$ cat src/rtl/ara_pkg.sv
// rtl/ara_pkg.sv - vector instruction and hazard operand counts shared by the vector unit
package ara_pkg;
    localparam int unsigned NrVInsn          = 8;
    localparam int unsigned NrHazardOperands = 3;
endpackage

$ cat src/rtl/insn_progress_tracker.sv
// rtl/insn_progress_tracker.sv - per-slot VRF read/write progress counters for in-flight vector instructions
// Optional macro PROGRESS_ERR_FLAG_EN enables the sticky protocol error flag.
module insn_progress_tracker
    import ara_pkg::*;
#(
    parameter type vaddr_t = logic,
    localparam int unsigned W   = $bits(vaddr_t),
    localparam int unsigned IdW = (NrVInsn > 1) ? $clog2(NrVInsn) : 1
) (
    input  logic                                             clk_i,
    input  logic                                             rst_ni,
    input  logic                                             issue_valid_i,
    input  logic [IdW-1:0]                                   issue_id_i,
    input  logic [NrHazardOperands-1:0][W-1:0]               issue_raddr_i,
    input  logic [NrHazardOperands-1:0]                      issue_rmask_i,
    input  logic [W-1:0]                                     issue_waddr_i,
    input  logic [NrVInsn-1:0][NrHazardOperands-1:0]         read_grant_i,
    input  logic [NrVInsn-1:0]                               write_grant_i,
    input  logic [NrVInsn-1:0][NrHazardOperands-1:0]         read_done_i,
    input  logic [NrVInsn-1:0]                               write_done_i,
    output logic [NrVInsn-1:0][NrHazardOperands-1:0][W-1:0]  insn_read_proceed_o,
    output logic [NrVInsn-1:0][W-1:0]                        insn_write_proceed_o,
    output logic [NrVInsn-1:0]                               slot_busy_o,
    output logic                                             error_o
);

    localparam logic [W-1:0] MAX = '1;
    localparam logic [W-1:0] SAT = MAX - W'(1);

    typedef enum logic [1:0] {
        IDLE   = 2'd0,
        ACTIVE = 2'd1,
        WDRAIN = 2'd2
    } slot_state_e;

`ifdef PROGRESS_ERR_FLAG_EN
    logic [NrVInsn-1:0] slot_err;
`endif

    for (genvar i = 0; i < NrVInsn; i++) begin : g_slot
        slot_state_e                        state_q, state_d;
        logic [NrHazardOperands-1:0][W-1:0] rd_q, rd_d;
        logic [W-1:0]                       wr_q, wr_d;
        logic                               issue_hit;

        assign issue_hit = issue_valid_i && (issue_id_i == IdW'(i));

        always_ff @(posedge clk_i or negedge rst_ni) begin
            if (!rst_ni) begin
                state_q <= IDLE;
                rd_q    <= '1;
                wr_q    <= MAX;
            end else begin
                state_q <= state_d;
                rd_q    <= rd_d;
                wr_q    <= wr_d;
            end
        end

        always_comb begin
            state_d = state_q;
            rd_d    = rd_q;
            wr_d    = wr_q;
            case (state_q)
                IDLE: begin
                    if (issue_hit) begin
                        state_d = ACTIVE;
                        for (int k = 0; k < NrHazardOperands; k++) begin
                            rd_d[k] = issue_rmask_i[k] ? issue_raddr_i[k] : MAX;
                        end
                        wr_d = issue_waddr_i;
                    end
                end
                default: begin
                    if (write_grant_i[i]) begin
                        wr_d = (wr_q >= SAT) ? SAT : wr_q + W'(1);
                    end
                    for (int k = 0; k < NrHazardOperands; k++) begin
                        if (read_done_i[i][k]) begin
                            rd_d[k] = MAX;
                        end else if (read_grant_i[i][k] && state_q == ACTIVE && rd_q[k] < SAT) begin
                            rd_d[k] = rd_q[k] + W'(1);
                        end
                    end
                    // Drain decision looks at the registered counters, so it lags the last read by a cycle.
                    if (state_q == ACTIVE && (&rd_q)) begin
                        state_d = WDRAIN;
                    end
                    if (write_done_i[i]) begin
                        state_d = IDLE;
                        rd_d    = '1;
                        wr_d    = MAX;
                    end
                end
            endcase
        end

`ifdef PROGRESS_ERR_FLAG_EN
        // Any counter at SAT or MAX can no longer advance, so a grant to it is a protocol error.
        always_comb begin
            slot_err[i] = 1'b0;
            if (state_q == IDLE) begin
                slot_err[i] = (|read_grant_i[i]) || write_grant_i[i];
            end else begin
                if (issue_hit || (write_grant_i[i] && wr_q >= SAT)) begin
                    slot_err[i] = 1'b1;
                end
                for (int k = 0; k < NrHazardOperands; k++) begin
                    if (read_grant_i[i][k] && rd_q[k] >= SAT) begin
                        slot_err[i] = 1'b1;
                    end
                end
            end
        end
`endif

        assign insn_read_proceed_o[i]  = rd_q;
        assign insn_write_proceed_o[i] = wr_q;
        assign slot_busy_o[i]          = (state_q != IDLE);
    end

`ifdef PROGRESS_ERR_FLAG_EN
    logic error_q;

    always_ff @(posedge clk_i or negedge rst_ni) begin
        if (!rst_ni) begin
            error_q <= 1'b0;
        end else if (|slot_err) begin
            error_q <= 1'b1;
        end
    end

    assign error_o = error_q;
`else
    assign error_o = 1'b0;
`endif

endmodule
$ cat config.mk
export PLATFORM = sky130hd
export DESIGN_NAME = insn_progress_tracker
export DESIGN_NICKNAME = d
export VERILOG_FILES = /design/src/rtl/ara_pkg.sv /design/src/rtl/insn_progress_tracker.sv
export SDC_FILE = /design/constraint.sdc
export NUM_CORES = 1
export LEC_CHECK = 0
export BUFFER_PORTS_ARGS = -buffer_cell sky130_fd_sc_hd__buf_2
export CAP_MARGIN = 10
export CORE_MARGIN = 2
export CORE_UTILIZATION = 42
export CTS_CLUSTER_SIZE = 40
export DETAILED_ROUTE_END_ITERATION = 8
export PLACE_DENSITY = 0.79
export SLEW_MARGIN = 20
export SYNTH_ARGS = -nofsm -noshare
export SYNTH_HDL_FRONTEND = slang
export SYNTH_SLANG_ARGS = --single-unit
$ cat constraint.sdc
create_clock -name clk_i -period 1.52 [get_ports clk_i]
set_input_delay 0.152 -clock clk_i [delete_from_list [all_inputs] [get_ports clk_i]]
set_output_delay 0.152 -clock clk_i [all_outputs]
set_load 0.1 [all_outputs]
# Yosys cells after proc, flatten, opt, wreduce, memory -nomap -nowiden
# Cells that the tools add are included.
# Widths: inputs -> output; s select.
[word_totals] out_inout_bits=41 wordCells=443 inputBits=77 reg_bits=48
[classes] order_cmp=32 n_reduce_logical=169 n_mux=147 eq_ne=23 addsub=32
[op_table] cell="$reduce_bool 4->1" n=24
[op_table] cell="$mux 1" n=91
[op_table] cell="$reduce_and 2->1" n=40
[op_table] cell="$mux 3" n=24
[op_table] cell="$logic_and 1x1->1" n=64
[op_table] cell="$mux 2" n=32
[op_table] cell="$reduce_bool 3->1" n=16
[op_table] cell="$add 1x1->1 const B" n=32
[op_table] cell="$lt 1x1->1 const B" n=24
[op_table] cell="$reduce_and 3->1" n=8
[op_table] cell="$eq 2x1->1 const B" n=8
[op_table] cell="$logic_not 2->1" n=8
[op_table] cell="$ne 2x2->1 const B" n=8
[op_table] cell="$reduce_bool 2->1" n=8
[op_table] cell="$eq 3x3->1 const B" n=4
[op_table] cell="$ge 1x1->1 const B" n=8
[op_table] cell="$eq 3x2->1 const B" n=2
[op_table] cell="$eq 3x1->1 const B" n=1
[op_table] cell="$logic_not 3->1" n=1

# Logic depth before layout (Yosys ltp)
[logic_depth] ltp_word=7 depth_mapped=5 mapped_depth_nobuf=4

# Worst setup path before layout
# Ideal clock, no wire load.
[synth_path] kind="flip-flop to flip-flop" start="register g_slot[1].state_q[1]" end="register g_slot[1].wr_q" setup_ps=84 period_less_slack_ps=2051 required_time_ps=1436 arrival_time_ps=1967 path_stages_with_launch=5 path_buffers=1 setup_slack_ps=-531 path_cell_list="dfrtp_1 > or2_2 > clkbuf_1 > a21boi_0 > a221o_1"
[synth_between] elab_chain_len=3 elab_cells_between_ends=5 cone_classes="eq/ne: 1; mux: 1; reduce/logical: 3"
[synth_lines] element="start: declaration" line_no="insn_progress_tracker.sv:41" text="slot_state_e state_q, state_d;"
[synth_lines] element="start signal: assignment" line_no="insn_progress_tracker.sv:54" text="state_q <= state_d;"
[synth_lines] element="$logic_not 2->1 *" line_no="insn_progress_tracker.sv:64" text="case (state_q)"
[synth_lines] element="$ne 2x2->1 (no source line) or $reduce_bool 3->1 (tied branches)"
[synth_lines] element="$reduce_and 2->1 (no source line)"
[synth_lines] element="end signal: assignment" line_no="insn_progress_tracker.sv:56" text="wr_q <= wr_d;"
[synth_lines] element="end: declaration" line_no="insn_progress_tracker.sv:43" text="logic [W-1:0] wr_q, wr_d;"
# Every way passes the cells marked *; elsewhere a longest branch is shown, timed or not.
# A chain may end at the register's enable or synchronous reset.

# Final worst setup path
[layout_path] start="register g_slot[2].state_q[0]" end="output slot_busy_o[2]"
[layout_between] elab_chain_len=1
[layout_lines] element="start: declaration" line_no="insn_progress_tracker.sv:41"
[layout_lines] element="start signal: assignment" line_no="insn_progress_tracker.sv:54"
[layout_lines] element="$reduce_bool 2->1" line_no="insn_progress_tracker.sv:119" text="assign slot_busy_o[i] = (state_q != IDLE);"
[layout_lines] element="end: declaration" line_no="insn_progress_tracker.sv:23" text="output logic [NrVInsn-1:0] slot_busy_o,"
# Every way passes these cells.

==> results.toml <==
[outcome]
outcome = "finished, final reports clean"

[setup_path]
cp_data_arrival_time_ns = 1.32
cp.required_ns = 1.37
critPathKind = "reg2out"
critPathCaptureType = "output pin"
crit_fanout = 6
cp-start-kind = "register"

[drt]
drcViolationCount = 0
wl_per_cell_microns = 14.5
viasPerCell = 5.35
ant_nets = 0
via_count = 2177
drt_iter0_drc = 58
drt_first_pass_iters = 4
routed_wl_mm = 5.88

[timing]
rsz0062_at_grt = "no"
tns_ns = 0
drv_slew = 0
fin_crit_ns = 1.47
fin_crit_sh = 0.970
setup_violations = 0
max_slew_margin = 0.421
finalHoldViolations = 0
skew_ns = 0.00677
timing.fmax_mhz = 678
tightest_slew_ns = 0.867

[grt]
grt_max_degree = 49
grt_pass1_wl_mm = 8.83
overflow = 0
gr-usage-all-layers = 0.175
antenna_found_initial = 0
grt_pass1_vias = 1937

[finish]
drive_above_1_share = 0.542
final_common_cell = "buf_2"
syn_to_final_growth_pct = 28.4
utilization = 0.552
antennaDiodeCount = 0
final_cell_mix = "84 x buf_2, 32 x dfstp_2, 27 x or2_2"
final_area_sq_mm = 0.00323
nets = 409

[power_and_ir_drop]
peakVddDrop_v = 0.000933
p_leak_nw = 1.57
p_per_area_mw_per_mm2 = 1700
total_power_w = 0.00550

[floorplanning]
die_area_sq_mm = 0.00663
rows = 28
ioPinCount = 118
start_util = 0.430
fp.dieH_microns = 81.4
core_area_sq_mm = 0.00585
die_x_microns = 81.4

[run]
cap_violations = 0

[min_path]
hp-class = "in2reg"

[logic_synthesis]
syn_inst = 242
synth_warnings = 0
synthArstFlopShare = 1.00
syn_area_sq_mm = 0.00252
ys_types = 35
ys_seq_area_frac = 0.493
postSynthAreaPerCell_sq_um = 10.4
syn_nets = 319
synth_ff_type = "dfstp_2"
synth_edf_count = 0
ys_ff_latch = 48

[cts]
clock_sinks = 48
clk_latency_ns = 0.29
clockBufferDepth = 2
cts_tree = "yes"
clkSlewWorstSetupHoldPaths_ns = 0.08
post_cts_buffers = 0
htreeDepth = 2
cts-root-buf = "clkbuf_8"
cts_buffers = 5

[place]
portBuffers = 92
post_dp_cell_area_sq_mm = 0.00309
gp_congestion = 0.759
post-dp-hpwl_mm = 4.38
-- per-layer routing --
layer / up-vias / part of all wire / wire, microns / global-route usage
met5: - / 0 / 0 / 0
met4: 0 / 0.0068 / 40 / 0.0458
met3: 5 / 0.065 / 382 / 0.0344
met2: 75 / 0.50 / 2940 / 0.302
met1: 1052 / 0.43 / 2520 / 0.224
li1: 1045 / - / - / -
-- cell families (layout without fill, tap and decap cells) --
logic type | count (synthesis) | count (layout) | synth area share
other | 1 | 1 | 0.00149
AND/OR/NAND/NOR | 87 | 87 | 0.201
multiplexers | 24 | 24 | 0.0955
buffers and inverters | 26 | 116 | 0.0587
AO/OA/AOI/OAI | 56 | 56 | 0.150
flip-flops | 48 | 48 | 0.493
-- critical path, stage by stage (launching register included) --
cell     delay (ns)
dfrtp_1        0.41
or2_2          0.37
buf_4          0.25
-- stage by stage --
step	hold WS [ns]	setup slack, ns	std cells
2_1_floorplan	-0.144	-0.181	242
3_3_place_gp	0.155	0.0788	399
3_5_place_dp	0.155	0.0460	399
4_1_cts	0.0657	0.00217	407
5_1_grt	0.0744	0.000761	407
6_report	0.0689	0.0456	407
-- what timing repair did --
item / in CTS / in global routing
endpoints found under the setup margin: 7 / 6
endpoints found under the hold margin: 16 / 0
gates resized for setup: 8 / 6
hold buffers: 1 / 0
-- where the power goes --
part           total [W]  internal (W)  switching, W
Sequential       0.00189       0.00168      0.000203
Clock           0.000795      0.000405      0.000389
Combinational    0.00282      0.000559       0.00226
-- synthesized netlist by cell type, types with 5 or more instances --
cell / count / area [sq um]
nor3_1: 5 / 25.0
nand4b_1: 5 / 43.8
a41oi_1: 8 / 70.1
or2_2: 29 / 181
dfrtp_1: 16 / 400
nor2_1: 9 / 33.8
buf_4: 9 / 67.6
o21ai_0: 6 / 30.0
buf_2: 7 / 35.0
a21oi_1: 24 / 120
mux2i_1: 24 / 240
nor2b_1: 7 / 43.8
a221o_1: 5 / 50.1
nand2_1: 12 / 45.0
dfstp_2: 32 / 841
a21boi_0: 5 / 37.5
-- path summary, 6_finish.rpt --
kind                                       from                 endpoint  slack, ns  cells after the start
min reg2reg                g_slot[5].state_q[1]     g_slot[5].state_q[1]       0.54                      2
max in group asynchronous                rst_ni   insn_read_proceed_o[0]       0.88                      3
min in group asynchronous                rst_ni     g_slot[0].state_q[0]       0.37                      3
max reg2reg                g_slot[4].state_q[1]  insn_read_proceed_o[12]       0.05                      4
max                        g_slot[2].state_q[0]           slot_busy_o[2]       0.05                      2
min                             write_done_i[5]     g_slot[5].state_q[1]       0.07                      2
-- state kept, by name, indices dropped and copies added, names as in the netlist --
| name | count |
|---|---|
| insn_read_proceed_o | 24 |
| g_slot.state_q | 16 |
| g_slot.wr_q | 8 |
-- cell type report --
class | instances | area, sq um
sequential | 48 | 1240
timing repair buffer | 106 | 628
clock buffer | 7 | 96.3
fill | 503 | 2620
multi-input combinational | 168 | 1160
inverter | 3 | 15.0
tap | 75 | 93.8
No activity file was read; power rests on OpenSTA's default activity.
